`config.mk`:
```
export PLATFORM = sky130hd
export DESIGN_NAME = cluster_accum
export DESIGN_NICKNAME = d
export VERILOG_FILES = /design/src/rtl/kmeans_pkg.sv /design/src/rtl/argmin8.sv /design/src/rtl/cluster_accum.sv
export SDC_FILE = /design/constraint.sdc
export NUM_CORES = 2
export LEC_CHECK = 0
export BUFFER_PORTS_ARGS = -buffer_cell sky130_fd_sc_hd__buf_2
export CORE_MARGIN = 4
export CORE_UTILIZATION = 55
export CTS_BUF_LIST = sky130_fd_sc_hd__clkbuf_16
export DETAILED_ROUTE_END_ITERATION = 16
export GPL_TIMING_DRIVEN = 0
export PLACE_DENSITY_LB_ADDON = 0.2
export RECOVER_POWER = 50
export SLEW_MARGIN = 40
export SYNTH_ARGS = -nofsm -noshare
export SYNTH_HDL_FRONTEND = slang
export SYNTH_SLANG_ARGS = --single-unit
```
`constraint.sdc`:
```
create_clock -name clk -period 25.2 [get_ports clk]
set_input_delay 2.52 -clock clk [delete_from_list [all_inputs] [get_ports clk]]
set_output_delay 2.52 -clock clk [all_outputs]
set_load 0.005 [all_outputs]
```
`src/rtl/kmeans_pkg.sv`:
```
// Shared constants and types for the colour-clustering datapath.
// Pixel layout is R=[23:16], G=[15:8], B=[7:0].
package kmeans_pkg;

    localparam int RGB_W = 24;
    localparam int D_W   = 10;
    localparam int K     = 8;
    localparam int LBL_W = 3;

    typedef enum logic [1:0] {
        ACCUM,
        DRAIN,
        READ
    } state_e;

endpackage

```
`src/rtl/argmin8.sv`:
```
// Combinational nearest-centroid picker over eight distances.
// Strict less-than at every node keeps the lower index on ties.
module argmin8
    import kmeans_pkg::*;
(
    input  logic [D_W-1:0]   d_0,
    input  logic [D_W-1:0]   d_1,
    input  logic [D_W-1:0]   d_2,
    input  logic [D_W-1:0]   d_3,
    input  logic [D_W-1:0]   d_4,
    input  logic [D_W-1:0]   d_5,
    input  logic [D_W-1:0]   d_6,
    input  logic [D_W-1:0]   d_7,
    output logic [LBL_W-1:0] idx
);

    logic [D_W-1:0]   v0, v1, v2, v3, w0, w1;
    logic [LBL_W-1:0] i0, i1, i2, i3, j0, j1;

    always_comb begin
        i0 = (d_1 < d_0) ? 3'd1 : 3'd0;
        v0 = (d_1 < d_0) ? d_1 : d_0;
        i1 = (d_3 < d_2) ? 3'd3 : 3'd2;
        v1 = (d_3 < d_2) ? d_3 : d_2;
        i2 = (d_5 < d_4) ? 3'd5 : 3'd4;
        v2 = (d_5 < d_4) ? d_5 : d_4;
        i3 = (d_7 < d_6) ? 3'd7 : 3'd6;
        v3 = (d_7 < d_6) ? d_7 : d_6;

        j0 = (v1 < v0) ? i1 : i0;
        w0 = (v1 < v0) ? v1 : v0;
        j1 = (v3 < v2) ? i3 : i2;
        w1 = (v3 < v2) ? v3 : v2;

        idx = (w1 < w0) ? j1 : j0;
    end

endmodule

```
`src/rtl/cluster_accum.sv`:
```
// Label select, per-cluster RGB/count banks and frame-end readout.
// Stage 1 registers the argmin; stage 2 folds the pixel into its bank.
module cluster_accum
    import kmeans_pkg::*;
#(
    parameter int CNT_W = 16,
    parameter int SUM_W = CNT_W + 8
) (
    input  logic                 clk,
    input  logic                 rst,
    input  logic                 clear,
    input  logic                 pix_valid,
    input  logic [RGB_W-1:0]     pix_in,
    input  logic [D_W-1:0]       d_0,
    input  logic [D_W-1:0]       d_1,
    input  logic [D_W-1:0]       d_2,
    input  logic [D_W-1:0]       d_3,
    input  logic [D_W-1:0]       d_4,
    input  logic [D_W-1:0]       d_5,
    input  logic [D_W-1:0]       d_6,
    input  logic [D_W-1:0]       d_7,
    input  logic                 frame_end,
    output logic                 label_valid,
    output logic [LBL_W-1:0]     label,
    output logic                 rd_valid,
    input  logic                 rd_ready,
    output logic [LBL_W-1:0]     rd_idx,
    output logic [SUM_W-1:0]     rd_sum_r,
    output logic [SUM_W-1:0]     rd_sum_g,
    output logic [SUM_W-1:0]     rd_sum_b,
    output logic [CNT_W-1:0]     rd_count,
    output logic                 frame_done,
    output logic                 err_drop
);

    state_e state_q, state_d;

    logic             lv_q, lv_d;
    logic             acc_q, acc_d;
    logic [LBL_W-1:0] lbl_q, lbl_d, amin;
    logic [RGB_W-1:0] pix_q, pix_d;
    logic [LBL_W-1:0] idx_q, idx_d;
    logic             done_q, done_d;
    logic             err_q, err_d;

    logic [SUM_W-1:0] sr_q [K];
    logic [SUM_W-1:0] sr_d [K];
    logic [SUM_W-1:0] sg_q [K];
    logic [SUM_W-1:0] sg_d [K];
    logic [SUM_W-1:0] sb_q [K];
    logic [SUM_W-1:0] sb_d [K];
    logic [CNT_W-1:0] cnt_q [K];
    logic [CNT_W-1:0] cnt_d [K];

    logic hs, last_hs;

    argmin8 u_argmin (
        .d_0 (d_0),
        .d_1 (d_1),
        .d_2 (d_2),
        .d_3 (d_3),
        .d_4 (d_4),
        .d_5 (d_5),
        .d_6 (d_6),
        .d_7 (d_7),
        .idx (amin)
    );

    assign hs      = (state_q == READ) && rd_ready;
    assign last_hs = hs && (idx_q == LBL_W'(K - 1));

    always_ff @(posedge clk or posedge rst) begin
        if (rst) begin
            state_q <= ACCUM;
        end else begin
            state_q <= state_d;
        end
    end

    always_comb begin
        state_d = state_q;
        if (clear) begin
            state_d = ACCUM;
        end else begin
            unique case (state_q)
                ACCUM:   if (frame_end) state_d = DRAIN;
                DRAIN:   state_d = READ;
                READ:    if (last_hs) state_d = ACCUM;
                default: state_d = ACCUM;
            endcase
        end
    end

    always_comb begin
        rd_valid = (state_q == READ);
    end

    // acc_q remembers whether the registered pixel was taken in ACCUM,
    // so a pixel dropped on the final handshake never lands in a new frame.
    always_comb begin
        lv_d   = pix_valid;
        lbl_d  = amin;
        pix_d  = pix_in;
        acc_d  = pix_valid && (state_q == ACCUM);
        err_d  = err_q || (pix_valid && (state_q != ACCUM));
        done_d = last_hs;
        idx_d  = hs ? idx_q + LBL_W'(1) : idx_q;

        for (int k = 0; k < K; k++) begin
            sr_d[k]  = sr_q[k];
            sg_d[k]  = sg_q[k];
            sb_d[k]  = sb_q[k];
            cnt_d[k] = cnt_q[k];
        end

        if (acc_q && (cnt_q[lbl_q] != {CNT_W{1'b1}})) begin
            sr_d[lbl_q]  = sr_q[lbl_q] + SUM_W'(pix_q[23:16]);
            sg_d[lbl_q]  = sg_q[lbl_q] + SUM_W'(pix_q[15:8]);
            sb_d[lbl_q]  = sb_q[lbl_q] + SUM_W'(pix_q[7:0]);
            cnt_d[lbl_q] = cnt_q[lbl_q] + CNT_W'(1);
        end

        if (last_hs || clear) begin
            for (int k = 0; k < K; k++) begin
                sr_d[k]  = '0;
                sg_d[k]  = '0;
                sb_d[k]  = '0;
                cnt_d[k] = '0;
            end
        end

        if (clear) begin
            lv_d   = 1'b0;
            lbl_d  = '0;
            pix_d  = '0;
            acc_d  = 1'b0;
            err_d  = 1'b0;
            done_d = 1'b0;
            idx_d  = '0;
        end
    end

    always_ff @(posedge clk or posedge rst) begin
        if (rst) begin
            lv_q   <= 1'b0;
            lbl_q  <= '0;
            pix_q  <= '0;
            acc_q  <= 1'b0;
            err_q  <= 1'b0;
            done_q <= 1'b0;
            idx_q  <= '0;
            for (int k = 0; k < K; k++) begin
                sr_q[k]  <= '0;
                sg_q[k]  <= '0;
                sb_q[k]  <= '0;
                cnt_q[k] <= '0;
            end
        end else begin
            lv_q   <= lv_d;
            lbl_q  <= lbl_d;
            pix_q  <= pix_d;
            acc_q  <= acc_d;
            err_q  <= err_d;
            done_q <= done_d;
            idx_q  <= idx_d;
            for (int k = 0; k < K; k++) begin
                sr_q[k]  <= sr_d[k];
                sg_q[k]  <= sg_d[k];
                sb_q[k]  <= sb_d[k];
                cnt_q[k] <= cnt_d[k];
            end
        end
    end

    assign label_valid = lv_q;
    assign label       = lbl_q;
    assign rd_idx      = idx_q;
    assign rd_sum_r    = sr_q[idx_q];
    assign rd_sum_g    = sg_q[idx_q];
    assign rd_sum_b    = sb_q[idx_q];
    assign rd_count    = cnt_q[idx_q];
    assign frame_done  = done_q;
    assign err_drop    = err_q;

endmodule

```
==> out/qor.csv <==
stage,metric,value,unit
run_status,status,finished with violations,
run_status,violated checks,"capacitance limit, slew limit",
drt,aggregate routed wire length,180,mm
clocking,count of hold buffers inserted by post-cts repair,0,
sta,unrepaired setup endpoints after global routing,false,
synthesis,complex-gate fraction of the synthesized area,0.222,
setup_path,data required time at the worst endpoint,24.87,ns
setup_path,Startpoint Class,input port,
synthesis,primary flip-flop cell chosen by synthesis mapping,sky130_fd_sc_hd__dfrtp_1,
synthesis,fraction of synthesized area in multiplexers,0.181,
die,Die Footprint,79500,µm²
grt,Global Route Usage Sum,0.448,
synthesis,async set-or-reset flop fraction in the synthesized netlist,1.00,
synthesis,Netlist Area Pre-Place,41300,µm²
die,initial standard-cell utilization of the core,0.554,
grt,largest net degree at the start of global routing,88,
final_layout,# nets final,3718,
synthesis,synthesis-stage register bit count,740,
placed_design,detailed placement HPWL,120,mm
clocking,Worst-path clk slew,0.06,ns
clocking,clock tree sinks,740,
synthesis,synthesized area per cell,12.8,µm²
worst_hold_path,worst hold-check path type,register to register,
sta,"Slew Viols, Final",559,
synthesis,Synthesized Nets,3416,
clocking,Clock Root Buffer,sky130_fd_sc_hd__clkbuf_16,
setup_path,source of the worst register-to-register timing path,label[0]$_DFF_PP0_,
grt,first-pass GRT wire length,255,mm
flow_run,reported max-cap violation count,9,
die,Top Ports,208,
grt,vias in the first global route,35563,
die,width of the die,282,µm
setup_path,Crit. End Element,async pin,
synthesis,xor/xnor cell area share of the yosys netlist,0.0166,
setup_path,Crit Path Class,input port to async pin,
worst_hold_path,hold_sp,state_q[0]$_DFFE_PP0P_,
setup_path,R2R depth,18,
synthesis,Syn Inst Count,3213,
synthesis,sequential area share after synthesis,0.449,
clocking,"buffers from clock root to sink, at most",3,
power_and_ir_drop,Worst VDD drop,0.0525,mV
die,Site Rows,100,
power_and_ir_drop,leakage power of the design,20.8,nW
final_layout,proportion of layout cells with a drive suffix above 1,0.279,
final_layout,signed area change from the synthesized netlist to the final layout,12.1,%
drt,via count of the routed design,35852,
worst_hold_path,hold depth,1,
drt,First-pass DRT Iterations,8,
worst_hold_path,hold worst-path end,acc_q$_DFF_PP0_,
clocking,clock latency on the worst-skew pair,0.66,ns
synthesis,fraction of the mapped netlist area in simple logic gates,0.0540,
placed_design,routability-driven placement congestion ratio,1.03,
drt,number of antenna-violating nets in the routed design,0,
sta,Layout Skew,0.0371,ns
die,Core Box Area,74400,µm²
power_and_ir_drop,areal power density over the cells,81.0,nW/µm²
sta,final critical-path share of the clock period,0.552,
grt,number of antenna violations at the first check in global routing,11,
grt,residual overflow from global routing,0,
clocking,number of buffers inserted by post-CTS setup repair,0,
drt,mean number of vias per cell,7.88,
synthesis,number of flops mapped to enable cells by yosys,0,
setup_path,R2R setup slack,15.90,ns
synthesis,"post-synthesis share of cell area spent on full adders, half adders and majority gates",0.0287,
drt,final routed DRC violation total,0,
synthesis,yosys warns,0,
drt,initial DRC count,5445,
clocking,number of buffers created by CTS,82,
die,Die Ht,282,µm
synthesis,number of different library cells in the post-synthesis netlist,94,
setup_path,maximum net fanout on the critical path,87,
drt,routed length per instance,39.5,µm
clocking,maximum level of the CTS H-tree,3,
sta,maximum operating frequency,71.9,MHz
final_layout,post-route cell area,46300,µm²
sta,slew at the pin closest to its max-slew limit,4.56,ns
placed_design,Post-Place Cell Area,43900,µm²
sta,minimum period implied by the final worst setup slack,13.90,ns
setup_path,endpoint of the most critical register-to-register path,sr_q[138]$_DFFE_PP0P_,
final_layout,Final Core Density,0.622,
clocking,count of instances resized after the clock tree is built,0,
placed_design,number of input and output port buffers inserted,206,
sta,final hold violation count,0,
synthesis,combinational family with the most area after synthesis,compound AO/OA/AOI/OAI gates,
clocking,clock tree from TritonCTS,built,
setup_path,data arrival time of the critical path,13.57,ns
sta,slew margin rel.,-2.04,
sta,Setup-failing EPs final,0,
==> Yosys cell counts, types with 11 or more instances <==
master / count / share of area
sky130_fd_sc_hd__buf_4: 38 / 0.0069
sky130_fd_sc_hd__a221o_1: 12 / 0.0029
sky130_fd_sc_hd__ha_1: 90 / 0.027
sky130_fd_sc_hd__nor3_1: 14 / 0.0017
sky130_fd_sc_hd__a22oi_1: 101 / 0.018
sky130_fd_sc_hd__o21ai_0: 36 / 0.0044
sky130_fd_sc_hd__buf_2: 100 / 0.012
sky130_fd_sc_hd__nor2b_1: 39 / 0.0059
sky130_fd_sc_hd__buf_6: 42 / 0.011
sky130_fd_sc_hd__o2bb2ai_1: 177 / 0.038
sky130_fd_sc_hd__a22o_1: 550 / 0.12
sky130_fd_sc_hd__xor2_1: 25 / 0.0053
sky130_fd_sc_hd__nand3_1: 26 / 0.0032
sky130_fd_sc_hd__nand2b_1: 14 / 0.0021
sky130_fd_sc_hd__inv_1: 61 / 0.0055
sky130_fd_sc_hd__nor3b_1: 11 / 0.0020
sky130_fd_sc_hd__clkbuf_1: 84 / 0.0076
sky130_fd_sc_hd__nand4_1: 24 / 0.0036
sky130_fd_sc_hd__a221oi_1: 59 / 0.013
sky130_fd_sc_hd__mux2_2: 156 / 0.043
sky130_fd_sc_hd__nor2_1: 67 / 0.0061
sky130_fd_sc_hd__and3_1: 17 / 0.0026
sky130_fd_sc_hd__xnor2_1: 46 / 0.0098
sky130_fd_sc_hd__nor3_2: 11 / 0.0027
sky130_fd_sc_hd__nand2_1: 77 / 0.0070
sky130_fd_sc_hd__buf_1: 35 / 0.0032
sky130_fd_sc_hd__nand3b_1: 12 / 0.0022
sky130_fd_sc_hd__a21oi_1: 62 / 0.0075
sky130_fd_sc_hd__dfrtp_1: 740 / 0.45
sky130_fd_sc_hd__and2_1: 11 / 0.0017
sky130_fd_sc_hd__mux4_2: 215 / 0.12
sky130_fd_sc_hd__mux2i_1: 76 / 0.018
==> per-layer routing <==
layer / share of wire / track usage / vias to the layer above
li1: - / - / 13455
met1: 0.35 / 0.562 / 18146
met2: 0.42 / 0.632 / 3328
met3: 0.15 / 0.187 / 903
met4: 0.085 / 0.304 / 20
met5: 0.00095 / 0.00179 / -
==> layout make-up <==
| type | count | area, µm² |
|---|---|---|
| Tap cell | 969 | 1210 |
| Fill cell | 5836 | 28200 |
| Inverter | 62 | 234 |
| Timing Repair Buffer | 218 | 1160 |
| Multi-Input combinational cell | 2106 | 20800 |
| Antenna cell | 6 | 15.0 |
| Buffer | 305 | 1870 |
| Clock buffer | 83 | 2080 |
| Sequential cell | 740 | 18500 |
| Clock inverter | 60 | 448 |
==> how the worst max path moves through the flow <==
stage / endpoint / start / cells after the start
6_report: sg_q[58]$_DFFE_PP0P_ / rst / 5
2_1_floorplan: acc_q$_DFF_PP0_ / rst / 1
3_5_place_dp: label[0]$_DFF_PP0_ / d_0[4] / 25
3_3_place_gp: sr_q[83]$_DFFE_PP0P_ / rst / 2
4_1_cts: label[0]$_DFF_PP0_ / d_0[4] / 25
5_1_grt: sg_q[58]$_DFFE_PP0P_ / rst / 5
==> report_power, final <==
part | switching [mW] | total [mW] | internal (mW)
Combinational | 1.00 | 1.32 | 0.320
Sequential | 0.0276 | 1.25 | 1.22
Clock | 0.516 | 1.18 | 0.665
Total | 1.55 | 3.75 | 2.20
==> critical path, stage by stage <==
cell,delay (ns)
sky130_fd_sc_hd__buf_2,0.10
sky130_fd_sc_hd__clkinvlp_2,1.92
sky130_fd_sc_hd__clkbuf_1,2.31
sky130_fd_sc_hd__clkbuf_1,3.12
sky130_fd_sc_hd__clkbuf_1,3.37
==> layout by cell type (no fill, tap or decap), types with 13 or more instances in the layout <==
master                        n
sky130_fd_sc_hd__a221oi_1    59
sky130_fd_sc_hd__mux4_2     215
sky130_fd_sc_hd__a22o_1     550
sky130_fd_sc_hd__buf_2      320
sky130_fd_sc_hd__nand4_1     25
sky130_fd_sc_hd__xnor2_1     44
sky130_fd_sc_hd__dfrtp_1    740
sky130_fd_sc_hd__nand2_1     77
sky130_fd_sc_hd__nor2_1      66
sky130_fd_sc_hd__ha_1        90
sky130_fd_sc_hd__o2bb2ai_1  177
sky130_fd_sc_hd__nor2b_1     39
sky130_fd_sc_hd__o21ai_0     36
sky130_fd_sc_hd__clkbuf_16   83
sky130_fd_sc_hd__clkbuf_1    54
sky130_fd_sc_hd__nand3_1     27
sky130_fd_sc_hd__nand2b_1    14
sky130_fd_sc_hd__inv_1       81
sky130_fd_sc_hd__mux2_2     156
sky130_fd_sc_hd__mux2i_1     76
sky130_fd_sc_hd__buf_1       13
sky130_fd_sc_hd__and3_1      17
sky130_fd_sc_hd__buf_6       42
sky130_fd_sc_hd__a22oi_1    101
sky130_fd_sc_hd__buf_4       37
sky130_fd_sc_hd__nor3_1      13
sky130_fd_sc_hd__clkbuf_2    48
sky130_fd_sc_hd__clkinv_1    19
sky130_fd_sc_hd__xor2_1      25
sky130_fd_sc_hd__a21oi_1     62
==> state kept, by name, indices dropped and copies added (netlist names) <==
register,count
sr_q,192
acc_q,1
sg_q,192
state_q,2
err_drop,1
cnt_q,128
label,3
sb_q,192
frame_done,1
label_valid,1
rd_idx,3
pix_q,24
==> cell families after synthesis <==
| group | Yosys count |
|---|---|
| AND/OR/NAND/NOR | 386 |
| AO/OA/AOI/OAI | 1100 |
| flip-flops | 740 |
| XOR/XNOR | 75 |
| adder cells (fa/ha/maj) | 93 |
| buffers and inverters | 367 |
| multiplexers | 452 |
==> metrics by stage <==
step           setup WS (ns)  TNS (ns)  power, mW  hold WS (ns)  cells
2_1_floorplan           1.92         0       1.90         0.460   3213
3_3_place_gp           -4.96  -3588.78       2.47         0.477   4388
3_5_place_dp           16.19         0       2.49         0.491   4399
4_1_cts                16.86         0       3.65         0.499   4542
5_1_grt                 8.99         0       3.77         0.516   4543
6_report               11.30         0       3.75         0.501   4549
Note: power is estimated with default switching activity, not from simulation.
